**src/rtl/sift_frame_sequencer.sv**
```systemverilog
// Frame sequencer: steers UART bytes into image 1 then image 2, then runs DoG and transmit in turn.
// Optional macro SEQ_TIMEOUT_EN bounds every wait state and adds the sticky ERR state.
module sift_frame_sequencer #(
    parameter int DIMENSION = 64,
    parameter int ADDR_W    = 14,
    parameter int TIMEOUT   = 1000000
) (
    input  logic              clk,
    input  logic              rst_in,
    input  logic              rx_valid,
    input  logic [7:0]        rx_data,
    output logic [ADDR_W-1:0] wr_addr,
    output logic [7:0]        wr_data,
    output logic              wea_img1,
    output logic              wea_img2,
    output logic              dog_start,
    input  logic              dog_busy,
    output logic              tx_start,
    input  logic              tx_busy,
    output logic              frame_done,
    output logic [2:0]        state_o,
    output logic [7:0]        drop_cnt,
    output logic              err
);
    localparam int NPIX  = DIMENSION * DIMENSION;
    localparam int CNT_W = (NPIX > 1) ? $clog2(NPIX) : 1;

    typedef enum logic [2:0] {
        LOAD_A    = 3'd0,
        LOAD_B    = 3'd1,
        DOG_START = 3'd2,
        DOG_ACK   = 3'd3,
        DOG_RUN   = 3'd4,
        TX_START  = 3'd5,
        TX_WAIT   = 3'd6,
        ERR       = 3'd7
    } state_t;

    state_t            state_q, state_d;
    logic [CNT_W-1:0]  pix_cnt_q, pix_cnt_d;
    logic              seen_busy_q, seen_busy_d;
    logic [ADDR_W-1:0] wr_addr_q, wr_addr_d;
    logic [7:0]        wr_data_q, wr_data_d;
    logic [7:0]        drop_cnt_q, drop_cnt_d;
    logic              wea1_q, wea1_d;
    logic              wea2_q, wea2_d;
    logic              in_load;

`ifdef SEQ_TIMEOUT_EN
    localparam int WAIT_W = $clog2(TIMEOUT + 1);
    logic [WAIT_W-1:0] wait_cnt_q, wait_cnt_d;
    logic              err_q, err_d;
`endif

    assign in_load = (state_q == LOAD_A) || (state_q == LOAD_B);

    always_ff @(posedge clk) begin
        if (rst_in) begin
            state_q     <= LOAD_A;
            pix_cnt_q   <= '0;
            seen_busy_q <= 1'b0;
            wr_addr_q   <= '0;
            wr_data_q   <= '0;
            drop_cnt_q  <= '0;
            wea1_q      <= 1'b0;
            wea2_q      <= 1'b0;
`ifdef SEQ_TIMEOUT_EN
            wait_cnt_q  <= '0;
            err_q       <= 1'b0;
`endif
        end else begin
            state_q     <= state_d;
            pix_cnt_q   <= pix_cnt_d;
            seen_busy_q <= seen_busy_d;
            wr_addr_q   <= wr_addr_d;
            wr_data_q   <= wr_data_d;
            drop_cnt_q  <= drop_cnt_d;
            wea1_q      <= wea1_d;
            wea2_q      <= wea2_d;
`ifdef SEQ_TIMEOUT_EN
            wait_cnt_q  <= wait_cnt_d;
            err_q       <= err_d;
`endif
        end
    end

    always_comb begin
        state_d     = state_q;
        pix_cnt_d   = pix_cnt_q;
        seen_busy_d = seen_busy_q;
        unique case (state_q)
            LOAD_A, LOAD_B: begin
                if (rx_valid) begin
                    if (pix_cnt_q == CNT_W'(NPIX - 1)) begin
                        pix_cnt_d = '0;
                        state_d   = (state_q == LOAD_A) ? LOAD_B : DOG_START;
                    end else begin
                        pix_cnt_d = pix_cnt_q + 1'b1;
                    end
                end
            end
            DOG_START: state_d = DOG_ACK;
            DOG_ACK:   if (dog_busy) state_d = DOG_RUN;
            DOG_RUN:   if (!dog_busy) state_d = TX_START;
            TX_START: begin
                state_d     = TX_WAIT;
                seen_busy_d = 1'b0;
            end
            TX_WAIT: begin
                // Only a busy level seen first counts as completion, so a late-starting tx is not missed.
                if (seen_busy_q && !tx_busy) begin
                    state_d   = LOAD_A;
                    pix_cnt_d = '0;
                end else if (tx_busy) begin
                    seen_busy_d = 1'b1;
                end
            end
            ERR: ;
        endcase
`ifdef SEQ_TIMEOUT_EN
        err_d      = err_q;
        wait_cnt_d = '0;
        if ((state_q == DOG_ACK || state_q == DOG_RUN || state_q == TX_WAIT) && state_d == state_q) begin
            if (wait_cnt_q == WAIT_W'(TIMEOUT - 1)) begin
                state_d = ERR;
                err_d   = 1'b1;
            end else begin
                wait_cnt_d = wait_cnt_q + 1'b1;
            end
        end
`endif
    end

    always_comb begin
        wr_addr_d  = wr_addr_q;
        wr_data_d  = wr_data_q;
        wea1_d     = 1'b0;
        wea2_d     = 1'b0;
        drop_cnt_d = drop_cnt_q;
        if (rx_valid) begin
            if (in_load) begin
                wr_addr_d = ADDR_W'(pix_cnt_q);
                wr_data_d = rx_data;
                wea1_d    = (state_q == LOAD_A);
                wea2_d    = (state_q == LOAD_B);
            end else if (drop_cnt_q != 8'hFF) begin
                drop_cnt_d = drop_cnt_q + 8'd1;
            end
        end
    end

    // Start pulses are suppressed while reset is held so an aborted frame never launches a stage.
    always_comb begin
        dog_start  = (state_q == DOG_START) && !rst_in;
        tx_start   = (state_q == TX_START) && !rst_in;
        frame_done = (state_q == TX_WAIT) && seen_busy_q && !tx_busy && !rst_in;
        state_o    = state_q;
    end

    assign wr_addr  = wr_addr_q;
    assign wr_data  = wr_data_q;
    assign wea_img1 = wea1_q;
    assign wea_img2 = wea2_q;
    assign drop_cnt = drop_cnt_q;
`ifdef SEQ_TIMEOUT_EN
    assign err = err_q;
`else
    assign err = 1'b0;
`endif

endmodule

```
**config.mk**
```make
export PLATFORM = sky130hd
export DESIGN_NAME = sift_frame_sequencer
export DESIGN_NICKNAME = d
export VERILOG_FILES = /design/src/rtl/sift_frame_sequencer.sv
export SDC_FILE = /design/constraint.sdc
export NUM_CORES = 1
export LEC_CHECK = 0
export ABC_AREA = 1
export BUFFER_PORTS_ARGS = -buffer_cell sky130_fd_sc_hd__buf_2
export CAP_MARGIN = 0
export CELL_PAD_IN_SITES_DETAIL_PLACEMENT = 0
export CELL_PAD_IN_SITES_GLOBAL_PLACEMENT = 1
export CORE_UTILIZATION = 38
export DETAILED_ROUTE_END_ITERATION = 16
export MAX_ROUTING_LAYER = met4
export PLACE_DENSITY = 0.88
export SLEW_MARGIN = 10
export SYNTH_ARGS = -nofsm -noshare
export SYNTH_HDL_FRONTEND = slang
export SYNTH_SLANG_ARGS = --single-unit
```
**constraint.sdc**
```tcl
create_clock -name clk -period 1.8 [get_ports clk]
set_clock_uncertainty 0.2 [all_clocks]
set_input_delay 0.18 -clock clk [delete_from_list [all_inputs] [get_ports clk]]
set_output_delay 0.18 -clock clk [all_outputs]
set_load 0.01 [all_outputs]
```
# Word-level counts from Yosys, hierarchy flattened
# Index checks and enable logic that the tools add are counted.
# classes
n_eq_ne	15
n_reduce_logical	20
muxes	14
n_addsub	2
bitwise	2
# ops
cell	n
12-bit 2-to-1 mux	3
12-bit case mux with 2 select lines	1
3-bit case mux with 6 select lines	1
3-bit 2-to-1 mux	5
2-bit != test (second input constant)	7
12-bit by 1-bit adder with 12-bit output (second input constant)	1
12-bit == test (second input constant)	1
3-bit == test (second input constant)	3
3-bit AND reduction	3
8-bit by 1-bit adder with 8-bit output (second input constant)	1
8-bit != test (second input constant)	1
3-bit by 2-bit == test with 1-bit output (second input constant)	2
1-bit logical AND	6
6-bit AND reduction	1
6-bit nonzero test	1
2-bit nonzero test	2
3-bit by 1-bit == test with 1-bit output (second input constant)	1
3-bit zero test	1
3-bit OR reduction	1
1-bit zero test	2
1-bit 2-to-1 mux	2
2-bit 2-to-1 mux	1
1-bit inverter	2
1-bit case mux with 2 select lines	1
other kinds (3)	3
# totals
regBits	46
out_inout_bits	39
elab_cells	61
input_bits	13

# Logic depth before layout (Yosys ltp)
# Gate-level depths: netlist (run 1).
# logic_depth
ltp_word	5
mapped_depth	10
depth_no_buf	10

# Least setup slack after synthesis (run 1)
# OpenSTA, ideal clock, no wires.
# synth_path
kind	reg-to-reg
startpoint	reg drop_cnt_q[0] (netlist: drop_cnt[0])
endpoint	reg drop_cnt_q[7] (netlist: drop_cnt[7])
arrival_time_ns	1.244
setup_slack_ns	0.243
path_buffers	0
path_stages_with_launch	9
cell_sequence	dfxtp_1 ha_1 nand2_1 nor2_2 nand3_2 nand2_2 nor2_1 nor2_1 nor2_1
# synth_between
elab_chain_len	2
# synth_lines
item	line	source
start: declaration	44	logic [7:0] drop_cnt_q, drop_cnt_d;
start signal: assignment	77	drop_cnt_q <= drop_cnt_d;
branches (longest 2 deep; another with 8-bit by 1-bit adder with 8-bit output)	-	
# Several ways; the timed one is not identified.
# A chain may end at the register's enable or synchronous reset.

# Worst setup path after layout (run 1)
# layout_path
startpoint	in tx_busy
endpoint	out frame_done
# layout_between
elab_chain_len	3
# layout_lines
item	line	source
start: declaration	19	input logic tx_busy,
1-bit zero test	156	frame_done = (state_q == TX_WAIT) && seen_busy_q && !tx_busy && !rst_in;
1-bit logical AND (2 in series)	156	
end: declaration	20	output logic frame_done,
# Every way passes these cells.

==> summary.txt, run 1 <==
status = completed
Synth Cell Area = 2205 µm²
floorplan die width = 78.17 µm
leakage power of the design = 1.266 nW
Arrival @ worst endpoint = 1310 ps
library cell contributing the largest single delay on the critical path = sky130_fd_sc_hd__dlygate4sd3_1
remaining routing DRC violations = 0
stage delay of the slowest cell on the critical path = 530 ps
routed via count = 2,111
grt ovf = 0
RSZ-0062 raised after global routing = no
Syn. warnings = 0
first-pass GRT wire length = 8.604 mm
Worst-Skew Late Latency = 300 ps
Initial Util = 39.79%
time the worst path needs with I/O delays and setup = 1686 ps
Net Sw Power = 0.4920 mW
CTS tree = done
Distinct cells, synth = 31
Rows = 27
area growth from synthesis to final layout = 24.69%
IO buf count = 48
clock network power share = 33.0%
root buffer selected by CTS = sky130_fd_sc_hd__clkbuf_8
post-DR vias/cell = 4.798
buffer depth of the longest clock path = 2
type of element launching the critical path = primary input
height of the die = 78.17 µm
Final nets = 382
final clock period utilization by the worst path = 93.65%
count of antenna-violating nets left after detailed routing = 0
setup violation total in the final timing report = 0
weighted congestion at the end of routability-driven global placement = 0.7926
initial antenna violation count = 0
fraction of final layout cells with drive strength greater than 1 = 25.27%
area enclosed by the die boundary = 6111 µm²
fmax = 593.3 MHz
MaxCap Viol Count = 0
internal power consumption = 1.415 mW
Syn Inst Count = 305
reg-to-reg critical path endpoint = pix_cnt_q[3]
class of the most critical setup path = in -> out
number of buffers inserted during clock tree synthesis = 5
sequential cell area = 924.6 µm²
# fillers = 588
number of H-tree levels = 2
Pre-antenna DRT Iters = 4
Worst Path Max Fanout = 3
DP Wirelength = 3.640 mm
core area = 5540 µm²
number of hold-slack violations in the final timing report = 0
Reg2Reg Depth = 8
Switching Share = 25.80%
Cell Pwr Density = 693.8 nW/µm²
post-synthesis average cell area = 7.228 µm²
most repeated library cell on the critical path = sky130_fd_sc_hd__buf_2
Final Non-Filler Cells = 440
diode insertion count for antenna repair = 0
Setup Total Neg Slack = 0 ps
number of sinks on the clock net = 46
Min-Delay Startpoint = rst_in
worst setup path start = tx_busy
largest net degree at the start of global routing = 19
cells traversed along the worst timing path = dlygate4sd3_1, buf_2, nor2_4, nand2_4, nor2_1, buf_2
iteration-0 DRC count of the detailed router = 68
final-report max-slew violation count = 0
area occupied by multi-input gates = 1122 µm²
endpoint with the worst hold slack = drop_cnt[1]
type of the most critical hold path = in -> reg
final wirelength = 4.978 mm
GR Util All Layers = 18.33%
clock-pin slew of the registers on the worst-case setup and hold paths = 90 ps
slack of the worst reg-to-reg path = 160 ps
cell total after placement = 423
combinational cell fraction of total power = 10.9%
capturing element type of the critical path = output pin
WP data required = 1420 ps
critical register-to-register path startpoint = pix_cnt_q[0]
share of the yosys chip area belonging to registers = 41.77%
VDD IR max = 345.0 µV
synthesis-stage register bit count = 46
detailed-route wire length per cell = 11.31 µm
share of total power in sequential cells = 56.1%
number of global-route vias before repair = 1,902
Top Ports = 52
cell depth of the worst hold path = 3
-- cell usage after synthesis (all sizes together) --
cell / count / share of area (%)
nor2: 69 / 13
conb: 1 / 0.17
xor2: 2 / 0.79
nand2: 61 / 13
clkbuf: 3 / 0.51
nor3: 5 / 1.8
inv: 34 / 5.9
nand3b: 2 / 0.68
a21oi: 20 / 5.1
nand3: 19 / 4.8
buf: 8 / 2.8
nand4: 8 / 2.6
o21ai: 24 / 5.4
dfxtp: 46 / 42
a31oi: 1 / 0.28
ha: 2 / 1.1
-- routing by layer --
metal | part of all wire (%) | up-vias | track usage (%) | wire length, µm
li1 | - | 1097 | - | -
met1 | 47 | 959 | 22.82 | 2343
met2 | 47 | 47 | 29.12 | 2328
met3 | 4.6 | 8 | 4.419 | 227
met4 | 1.6 | 0 | 6.111 | 78
met5 | 0 | - | - | 0
-- logic make-up (layout without fill, tap and decap cells) --
| family | count (synthesis) | count (layout) | synth area share [%] |
|---|---|---|---|
| buf+inv | 45 | 106 | 9.251 |
| compound gates | 45 | 45 | 10.78 |
| xor+xnor | 2 | 2 | 0.7947 |
| flops | 46 | 46 | 41.77 |
| fa+ha+maj | 2 | 2 | 1.135 |
| other cells | 1 | 3 | 0.1701 |
| simple gates | 164 | 164 | 36.09 |
-- worst max-delay path: cells and delay by family --
| family | cells | cell delay (ps) |
|---|---|---|
| and+or+nand+nor | 3 | 310 |
| buffers and inverters | 3 | 820 |
-- state kept, by name, summed over array words and instances (netlist names) --
signal and flops:
wea_img1 1, pix_cnt_q 12, wea_img2 1, wr_data 8, drop_cnt 8, seen_busy_q 1
state_o 3, wr_addr 12
-- power by group through the flow --
stage               clock (mW)  combinational (mW)  sequential [mW]
floorplan                    0               0.109             1.11
detailed placement           0               0.191             1.09
global route             0.706               0.230             1.08
CTS                      0.661               0.206             1.07
global placement             0               0.189             1.09
finish                   0.629               0.207             1.07
-- cells in the final DEF, fill, tap and decap left out, drive strengths merged --
cell type,n
nand3,19
clkinv,2
nand3b,2
inv,34
ha,2
o21ai,24
buf,55
a21oi,20
dlygate4sd3,9
nand4,8
nand2,61
xor2,2
conb,3
nor3,5
nor2,69
dfxtp,46
a31oi,1
clkbuf,6
-- repair_timing --
| item | 4_1_cts | 5_1_grt |
|---|---|---|
| gates resized for setup | 0 | 11 |
| hold buffers | 9 | 0 |
| endpoints found under the setup margin | 0 | 21 |
| endpoints found under the hold margin | 9 | 0 |
| setup buffers | 0 | 0 |
-- how the worst max path moves through the flow --
stage / to / slack (ps) / cells after the start
2_1_floorplan: drop_cnt[7] / 240 / 8
3_3_place_gp: pix_cnt_q[3] / 150 / 8
3_5_place_dp: pix_cnt_q[7] / 30 / 8
4_1_cts: state_o[0] / 0.2 / 9
5_1_grt: drop_cnt[7] / 2 / 8
6_report: frame_done / 110 / 6
-- layout make-up --
cell class / count / area share, %
inverters: 34 / 4.734
multi-input cells: 216 / 40.83
clock inverters: 2 / 0.5007
clock buffers: 6 / 2.640
well taps: 72 / 3.277
flip-flops and latches: 46 / 33.64
repair buffers: 64 / 14.38
-- per-stage QoR --
| stage | setup WS [ps] | power, mW | hold WS, ps | instance area (µm²) | util [%] |
|---|---|---|---|---|---|
| 2_1_floorplan | 243.2 | 1.217 | 114.9 | 2212 | - |
| 3_3_place_gp | 146.2 | 1.282 | 202.7 | 2534 | 45.73 |
| 3_5_place_dp | 26.33 | 1.284 | 209.0 | 2534 | 45.73 |
| 4_1_cts | 0.1638 | 1.937 | 12.56 | 2710 | 48.92 |
| 5_1_grt | 1.835 | 2.013 | 9.631 | 2749 | 49.62 |
| 6_report | 114.4 | 1.907 | 29.19 | 2749 | 49.62 |
No activity file was read; power rests on OpenSTA's default activity.
==> run 2, diff against run 1 <==
Settings changed: PLACE_DENSITY 0.88 to not set, PLACE_DENSITY_LB_ADDON set to 0.12.
==> run 2 against run 1 <==
Via count fell by 3.7%. Critical endpoint unchanged. Non-clock buffer count rose by 3. Sequential cell count stayed put. Clock-buffer cell count fell by 1. Critical path depth is the same. First-iteration DRC count decreased by 10%.
==> summary.txt, run 2 (synthesis results as in run 1) <==
area growth from synthesis to final layout = 24.74%
routed via count = 2,032
core area = 5540 µm²
cell depth of the worst hold path = 4
Cell Pwr Density = 703.0 nW/µm²
time the worst path needs with I/O delays and setup = 1700 ps
leading cell types in the layout, fill and taps excluded = sky130_fd_sc_hd__nor2_1 (63), sky130_fd_sc_hd__nand2_1 (52), sky130_fd_sc_hd__buf_2 (48), sky130_fd_sc_hd__dfxtp_1 (43), sky130_fd_sc_hd__inv_1 (30)
status = completed
leakage power of the design = 1.275 nW
worst setup path start = tx_busy
number of hold-slack violations in the final timing report = 0
Final nets = 385
area occupied by multi-input gates = 1107 µm²
# fillers = 586
fmax = 588.1 MHz
Reg2Reg Depth = 8
MaxCap Viol Count = 0
largest net degree at the start of global routing = 19
stage delay of the slowest cell on the critical path = 530 ps
VDD IR max = 477.3 µV
Pre-antenna DRT Iters = 4
number of global-route vias before repair = 1,865
iteration-0 DRC count of the detailed router = 61
WP data required = 1420 ps
root buffer selected by CTS = sky130_fd_sc_hd__clkbuf_8
Top Ports = 52
initial antenna violation count = 0
fraction of final layout cells with drive strength greater than 1 = 25.88%
most repeated library cell on the critical path = sky130_fd_sc_hd__buf_2
slack of the worst reg-to-reg path = 130 ps
class of the most critical setup path = in -> out
number of buffers inserted during clock tree synthesis = 5
grt ovf = 0
IO buf count = 48
sequential cell area = 924.6 µm²
capturing element type of the critical path = output pin
diode insertion count for antenna repair = 0
GR Util All Layers = 18.17%
height of the die = 78.17 µm
first-pass GRT wire length = 8.611 mm
endpoint with the worst hold slack = wr_data[2]
final clock period utilization by the worst path = 94.46%
cells traversed along the worst timing path = dlygate4sd3_1, buf_2, nor2_2, nand2_4, nor2_1, buf_2
Worst Hold Slack = 142.5 ps
Setup Total Neg Slack = 0 ps
Min-Delay Startpoint = rx_valid
final design instance area without fill = 2750 µm²
library cell contributing the largest single delay on the critical path = sky130_fd_sc_hd__dlygate4sd3_1
Rows = 27
post-layout utilization of the core = 49.64%
Worst-Skew Late Latency = 300 ps
DP Wirelength = 3.580 mm
critical register-to-register path startpoint = pix_cnt_q[0]
detailed-route wire length per cell = 11.35 µm
type of element launching the critical path = primary input
number of H-tree levels = 2
final-report max-slew violation count = 0
clock-pin slew of the registers on the worst-case setup and hold paths = 90 ps
Initial Util = 39.79%
Arrival @ worst endpoint = 1320 ps
area after detailed placement = 2536 µm²
type of the most critical hold path = in -> reg
CTS tree = done
floorplan die width = 78.17 µm
most common library cell in the layout ignoring fill and taps = sky130_fd_sc_hd__nor2_1
setup violation total in the final timing report = 0
weighted congestion at the end of routability-driven global placement = 0.8167
area enclosed by the die boundary = 6111 µm²
Worst Path Max Fanout = 3
count of antenna-violating nets left after detailed routing = 0
post-DR vias/cell = 4.587
reg-to-reg critical path endpoint = pix_cnt_q[0]
buffer depth of the longest clock path = 2
setup repair bufs after CTS = 0
number of sinks on the clock net = 46
remaining routing DRC violations = 0
final wirelength = 5.030 mm
[run 2: critical path: cells and delay by family]
kind,cells,cell delay [ps]
AND/OR/NAND/NOR,3,340
buffers and inverters,3,810
[run 2: cell type report]
class,count,share of cell area [%]
inverters,34,4.732
multi-input cells,216,40.26
well taps,72,3.276
clock buffers,5,2.502
clock inverters,3,0.7734
flip-flops and latches,46,33.62
repair buffers,67,14.83
[run 2: layer usage]
metal	global-route usage, %	routed length, µm
met5	-	0
met4	5.556	57
met1	23.80	2567
met2	28.07	2252
met3	3.837	152
[run 2: worst max-delay path by stage]
| stage | endpoint |
|---|---|
| finish | frame_done |
| floorplan | drop_cnt[7] |
| detailed placement | pix_cnt_q[3] |
| global route | pix_cnt_q[7] |
| global placement | pix_cnt_q[3] |
| CTS | frame_done |
[run 2: power by group]
part / switching [mW] / internal, mW
clock: 0.386 / 0.274
combinational: 0.119 / 0.0841
sequential: 0.0171 / 1.05
total: 0.523 / 1.41
[run 2: what timing repair did]
action	in CTS	in global routing
setup endpoints to repair	0	20
hold buffers	10	0
hold endpoints to repair	13	0
resized for setup	0	8
[run 2: metrics by stage]
| step | setup slack (ps) | power (mW) | std cells |
|---|---|---|---|
| after floorplan | 243.2 | 1.217 | 307 |
| after global placement | 132.8 | 1.279 | 425 |
| after detailed placement | 94.73 | 1.281 | 425 |
| after CTS | 46.65 | 1.963 | 443 |
| after global routing | -6.399 | 2.031 | 443 |
| final | 99.75 | 1.933 | 443 |
